## src/rtl/cnt_share_ctrl.sv

```systemverilog
// cnt_share_ctrl: round-robin time-sharing of one up-counter among NREQ requesters
module cnt_share_ctrl #(
  parameter int NREQ = 4,
  parameter int CW   = 8,
  parameter int IW   = 2
) (
  input  logic                 clk,
  input  logic                 reset_n,
  input  logic [NREQ-1:0]      req,
  input  logic [NREQ*CW-1:0]   load_val,
  input  logic                 abort,
  output logic [NREQ-1:0]      grant,
  output logic [IW-1:0]        owner,
  output logic                 busy,
  output logic [CW-1:0]        q_out,
  output logic                 done,
  output logic [NREQ-1:0]      ack
);
  typedef enum logic [1:0] {IDLE, RUN, DONE} state_t;
  state_t state, state_nx;
  logic [CW-1:0] tc;
  logic [IW-1:0] sel, idx;
  logic hit;
  // descending scan so the nearest requester after owner is the last one assigned
  always_comb begin
    sel = owner;
    idx = owner;
    hit = 1'b0;
    for (int k = NREQ; k >= 1; k--) begin
      idx = IW'((int'(owner) + k) % NREQ);
      if (req[idx]) begin
        sel = idx;
        hit = 1'b1;
      end
    end
  end
  always_ff @(posedge clk or negedge reset_n)
    if (!reset_n) state <= IDLE;
    else state <= state_nx;
  always_comb
    state_nx = state == IDLE ? (hit ? RUN : IDLE) :
               state == RUN  ? (abort ? IDLE : (q_out == tc ? DONE : RUN)) : IDLE;
  always_comb begin
    busy = state != IDLE;
    done = state == DONE;
    ack  = state == DONE ? grant : '0;
  end
  always_ff @(posedge clk or negedge reset_n)
    if (!reset_n) begin
      owner <= IW'(NREQ - 1);
      grant <= '0;
      tc    <= '0;
      q_out <= '0;
    end else if (state == IDLE && hit) begin
      owner <= sel;
      grant <= {{(NREQ-1){1'b0}}, 1'b1} << sel;
      tc    <= load_val[sel*CW +: CW];
      q_out <= '0;
    end else if (state == RUN) begin
      if (abort) grant <= '0;
      else if (q_out != tc) q_out <= q_out + 1'b1;
    end else if (state == DONE) begin
      grant <= '0;
    end
endmodule

```

## config.mk

```make
export PLATFORM = sky130hd
export DESIGN_NAME = cnt_share_ctrl
export DESIGN_NICKNAME = d
export VERILOG_FILES = /design/src/rtl/cnt_share_ctrl.sv
export SDC_FILE = /design/constraint.sdc
export NUM_CORES = 1
export LEC_CHECK = 0
export ABC_AREA = 1
export BUFFER_PORTS_ARGS = -buffer_cell sky130_fd_sc_hd__buf_2
export CAP_MARGIN = 20
export CORE_AREA = 2 2 63 65
export DETAILED_ROUTE_END_ITERATION = 10
export DIE_AREA = 0 0 65 67
export PLACE_DENSITY = 0.9
export SLEW_MARGIN = 20
export SYNTH_ARGS = -nofsm -noshare
export SYNTH_HDL_FRONTEND = slang
export SYNTH_SLANG_ARGS = --single-unit
```

## constraint.sdc

```tcl
create_clock -name clk -period 4.9 [get_ports clk]
set_clock_uncertainty 0.05 [all_clocks]
set_input_delay 0.98 -clock clk [delete_from_list [all_inputs] [get_ports clk]]
set_output_delay 0.98 -clock clk [all_outputs]
set_load 0.05 [all_outputs]
```

## Word level (Yosys, flattened, before mapping)

Index checks and enable logic that the tools add are counted.

| storage, ports and cells | value |
|---|---|
| logic and storage cells | 60 |
| output and inout port bits | 20 |
| register bits | 24 |

| operators by class | value |
|---|---|
| shift operators | 2 |
| muxes and demuxes | 30 |
| equality and inequality tests | 6 |
| add/subtract/negate cells | 5 |
| $lt $le $gt $ge | 4 |
| reductions and logical operators | 8 |

Operators with widths:

| operator | count |
|---|---|
| two-way mux 8 bit | 4 |
| variable part select 32 x 6 -> 8 bit | 1 |
| two-way mux 4 bit | 5 |
| two-way mux 2 bit | 8 |
| less-than comparator 2 x 3 -> 1 bit, second input constant | 4 |
| two-way mux 1 bit | 9 |
| adder 8 x 1 -> 8 bit, second input constant | 1 |
| binary-select mux 1 bit (select 2 bit) | 4 |
| == test 8 bit | 1 |
| != test 8 bit | 1 |
| nonzero test 2 bit | 3 |
| adder 2 x 1 -> 2 bit, second input constant | 2 |
| adder 2 bit, second input constant | 2 |
| << shifter 1 x 2 -> 4 bit, first input constant | 1 |
| != test 3 x 2 -> 1 bit, second input constant | 1 |
| AND reduction 3 bit | 1 |
| nonzero test 3 bit | 1 |
| == test 2 x 1 -> 1 bit, second input constant | 1 |
| == test 2 bit, second input constant | 1 |
| logical NOT 2 bit | 1 |
| != test 2 x 1 -> 1 bit, second input constant | 1 |
| AND reduction 2 bit | 1 |
| logical AND 1 bit | 1 |

## Longest topological paths before layout

| logic depth | value |
|---|---|
| depth after elaboration | 10 |
| gate-level depth with buffers | 16 |
| depth with buffers taken out | 14 |

## Worst setup path before layout

OpenSTA, ideal clock, no wires.

| path | value |
|---|---|
| path type | reg2out |
| start | register state[0] |
| end | output ack[0] |
| stages on the path, launching flop included | 5 |
| arrival time | 1.373 ns |
| buffers on the path | 0 |
| setup slack | 2.497 ns |
| cell sequence | dfrtp_1 inv_1 ha_1 nand2_1 inv_1 |

| on the way | value |
|---|---|
| longest elaborated chain between the ends | 2 |

RTL lines:

| what | line | text |
|---|---|---|
| start: declaration | 20 | `state_t state, state_nx;` |
| start signal: assignment | 39 | `else state <= state_nx;` |
| == test 2 bit | -- |  |
| named net done | 16 | `output logic done,` |
| two-way mux 4 bit | 46 | `ack = state == DONE ? grant : '0;` |
| end: declaration | 17 | `output logic [NREQ-1:0] ack` |

The timed path passes the listed nets, and every way through them passes these cells.

## Worst setup path in the final report

| path | value |
|---|---|
| start | register owner[0] |
| end | output owner[0] |

RTL lines:

| what | line | text |
|---|---|---|
| start: declaration | 13 | `output logic [IW-1:0] owner,` |
| start signal: assignment | 50 | `owner <= IW'(NREQ - 1);` |
| start signal: assignment | 55 | `owner <= sel;` |

No word-level cell between the ends.

==> metrics.csv <==
metric,value,unit
crit-path max cell delay,0.74,ns
ranking of synthesized cells by area,"dfrtp_1 28%, nand2_1 19%, nand3_1 7.4%",
Sw Ratio,56.99,%
Die ar.,0.004355,mm^2
reg2reg path depth,12,
Rel. slew slack,64.30,%
Mean Syn Cell Area,7.570,um^2
worst vdd ir,437.0,uV
critical path startpoint category,flop,
critical path type,reg -> out,
WP buf/inv,1,
Synth Flop Type,dfrtp_1,
Worst-Margin Slew,0.5355,ns
I/O pin count,59,
RSZ-0062 raised after global routing,false,
gr usage total,21.55,%
Starting Density,54.37,%
Critical Path RT,3.87,ns
GP Congestion,0.8065,
Post-Place Cell Area,0.002195,mm^2
"critical path, cell by cell",buf_2,
register-to-register setup slack,2.69,ns
Tcrit/Tclk final,48.25,%
CP max stage cell,dfstp_2,
Layout Cells excl Fill,360,
Comb power frac,71.3,%
setup TNS after final layout,0,ns
"CP delay by family, top",flip-flops,
Starting DRT DRC Count,117,
Flop pwr share,21.5,%
worst-path maximum fanout,11,
Mapped Area,0.001961,mm^2
# setup viols final,0,
clock buffer count from CTS,3,
critical path capture point type,output pin,
type of the worst min-delay path,reg -> reg,
nets@finish,356,
First-pass DRT Iterations,5,
initial antenna violation count,0,
register area share after synthesis,30.76,%
P_leak,1.258,nW
largest net degree at the start of global routing,26,
Switch Pwr,0.9379,mW
Pins Over Slew Limit,0,
TritonCTS clock tree,yes,
Critical Path AT,1.33,ns
Levels on crit path,1,
via count,1883,
vias in the first global route,1818,
status,finished clean,
synth cell count leaders,"97 x nand2_1, 29 x nand3_1, 22 x dfrtp_1, 18 x inv_1, 14 x nand3_2",
final total power,1.646,mW
CTS sink cnt,24,
ratio of cells with drive above 1 in the final layout,32.37,%
GRT Residual Overflow,0,
design internal power,0.7077,mW
synthesized instance count,259,
"FF+latch count, synth",24,
Yosys cell types,33,
mean routed wirelength per cell,11.68,um
die width,65,um
FMAX,422.9,MHz
Worst Hold Depth,2,
Core Area,0.003606,mm^2
post-cts resize count,0,
max-cap viol count,0,
DR DRC count,0,
clock-pin slew on the worst setup and hold paths,0.08,ns
first-pass GRT wire length,7.465,mm
"count leader, synth",nand2_1,
Routed WL,4.203,mm
dpl hpwl,3.242,mm
final instance area,0.002240,mm^2
Yosys top cell area share,28.08,%
Synth async-reset ratio,100.0,%
H-Tree Depth,1,
worst skew pair latency,0.26,ns
pwr/cell area,734.7,mW/mm^2
Synth Warn #,0,
Syn Nets,302,
Root Buffer,clkbuf_8,
"Hold-fix buffers, CTS",0,
row count,22,
DR vias/cell,5.231,
die height,67,um
placed cell count,356,
# port buffers,58,
CTS Buffer Depth,2,
antenna diode count,0,
post-CTS setup buffers,0,
Layout area overhead,14.23,%
Final ANT Viol Nets,0,
fin util,62.11,%
Synth area leader,dfrtp_1,
clock share of power,7.2,%
Final Hold Viols,0,
number of synthesized flops with an enable pin,0,
Final min period,2.364,ns
flip-flops by register name (all words and copies together), names as in the netlist:
name / cells
tc: 8
owner: 2
state: 2
grant: 4
q_out: 8
cells in the final DEF, fill, tap and decap left out, drive strengths merged, types with 2 or more instances in the layout:
cell type,count
a21oi,5
o21ai,11
nand2,110
dfrtp,22
xnor2,8
nand4,2
clkbuf,4
nor2,8
ha,4
inv,22
nand3,45
o31ai,3
nor3,2
dfstp,2
buf,59
worst reg2reg max path, cell delays in order (launching register included):
cell      delay (ns)
dfstp_2         0.74
inv_8           0.09
nand3_1         0.08
nand2_1         0.09
nor2_4          0.12
nand3_1         0.08
nand3b_1        0.08
nand2_1         0.27
inv_1           0.29
nand2_1         0.08
nand2_1         0.07
nand2_1         0.06
nand2_1         0.08
stage by stage:
| stage | hold slack, ns | setup WS (ns) |
|---|---|---|
| 2_1_floorplan | 0.4188 | 2.497 |
| 3_3_place_gp | 0.4405 | 2.454 |
| 3_5_place_dp | 0.4521 | 2.363 |
| 4_1_cts | 0.4742 | 2.534 |
| 5_1_grt | 0.4936 | 2.433 |
| 6_report | 0.4716 | 2.536 |
power by group through the flow:
stage               Combinational (mW)  Clock [mW]  Sequential, mW
finish                            1.17       0.119           0.354
global route                      1.32       0.130           0.361
CTS                               1.18       0.118           0.352
detailed placement                1.17           0           0.355
global placement                  1.14           0           0.351
floorplan                         1.03           0           0.417
path summary, 6_finish.rpt:
| path | startpoint | endpoint |
|---|---|---|
| worst min register to register | tc[1] | tc[1] |
| worst max register to register | owner[0] | tc[2] |
| max in group asynchronous | reset_n | owner[0] |
| worst max-delay path | owner[0] | owner[0] |
| worst min-delay path | tc[1] | tc[1] |
| min in group asynchronous | reset_n | q_out[3] |
cells by family (layout without fill, tap and decap cells):
kind of cell | Yosys count | in the layout | share of synthesized area (%)
compound gates | 21 | 21 | 7.530
xor+xnor | 9 | 9 | 4.021
fa+ha+maj | 4 | 4 | 2.553
buf+inv | 32 | 85 | 11.04
flops | 24 | 24 | 30.76
simple gates | 169 | 169 | 44.10
per-layer routing:
| layer | vias to the layer above | wire length (um) | global-route usage (%) |
|---|---|---|---|
| met5 | - | 0 | 0 |
| met4 | 0 | 45 | 4.521 |
| met3 | 6 | 191 | 4.730 |
| met2 | 53 | 2149 | 40.21 |
| met1 | 881 | 1816 | 25.16 |
| li1 | 943 | - | - |
cell type report:
type,instances,area (um^2)
multi-input cells,203,1141
flip-flops and latches,24,603.1
inverters,22,92.59
fillers,324,1366
well taps,48,60.06
repair buffers,59,297.8
clock buffers,4,45.04
Power figures use the tool's default switching activity.
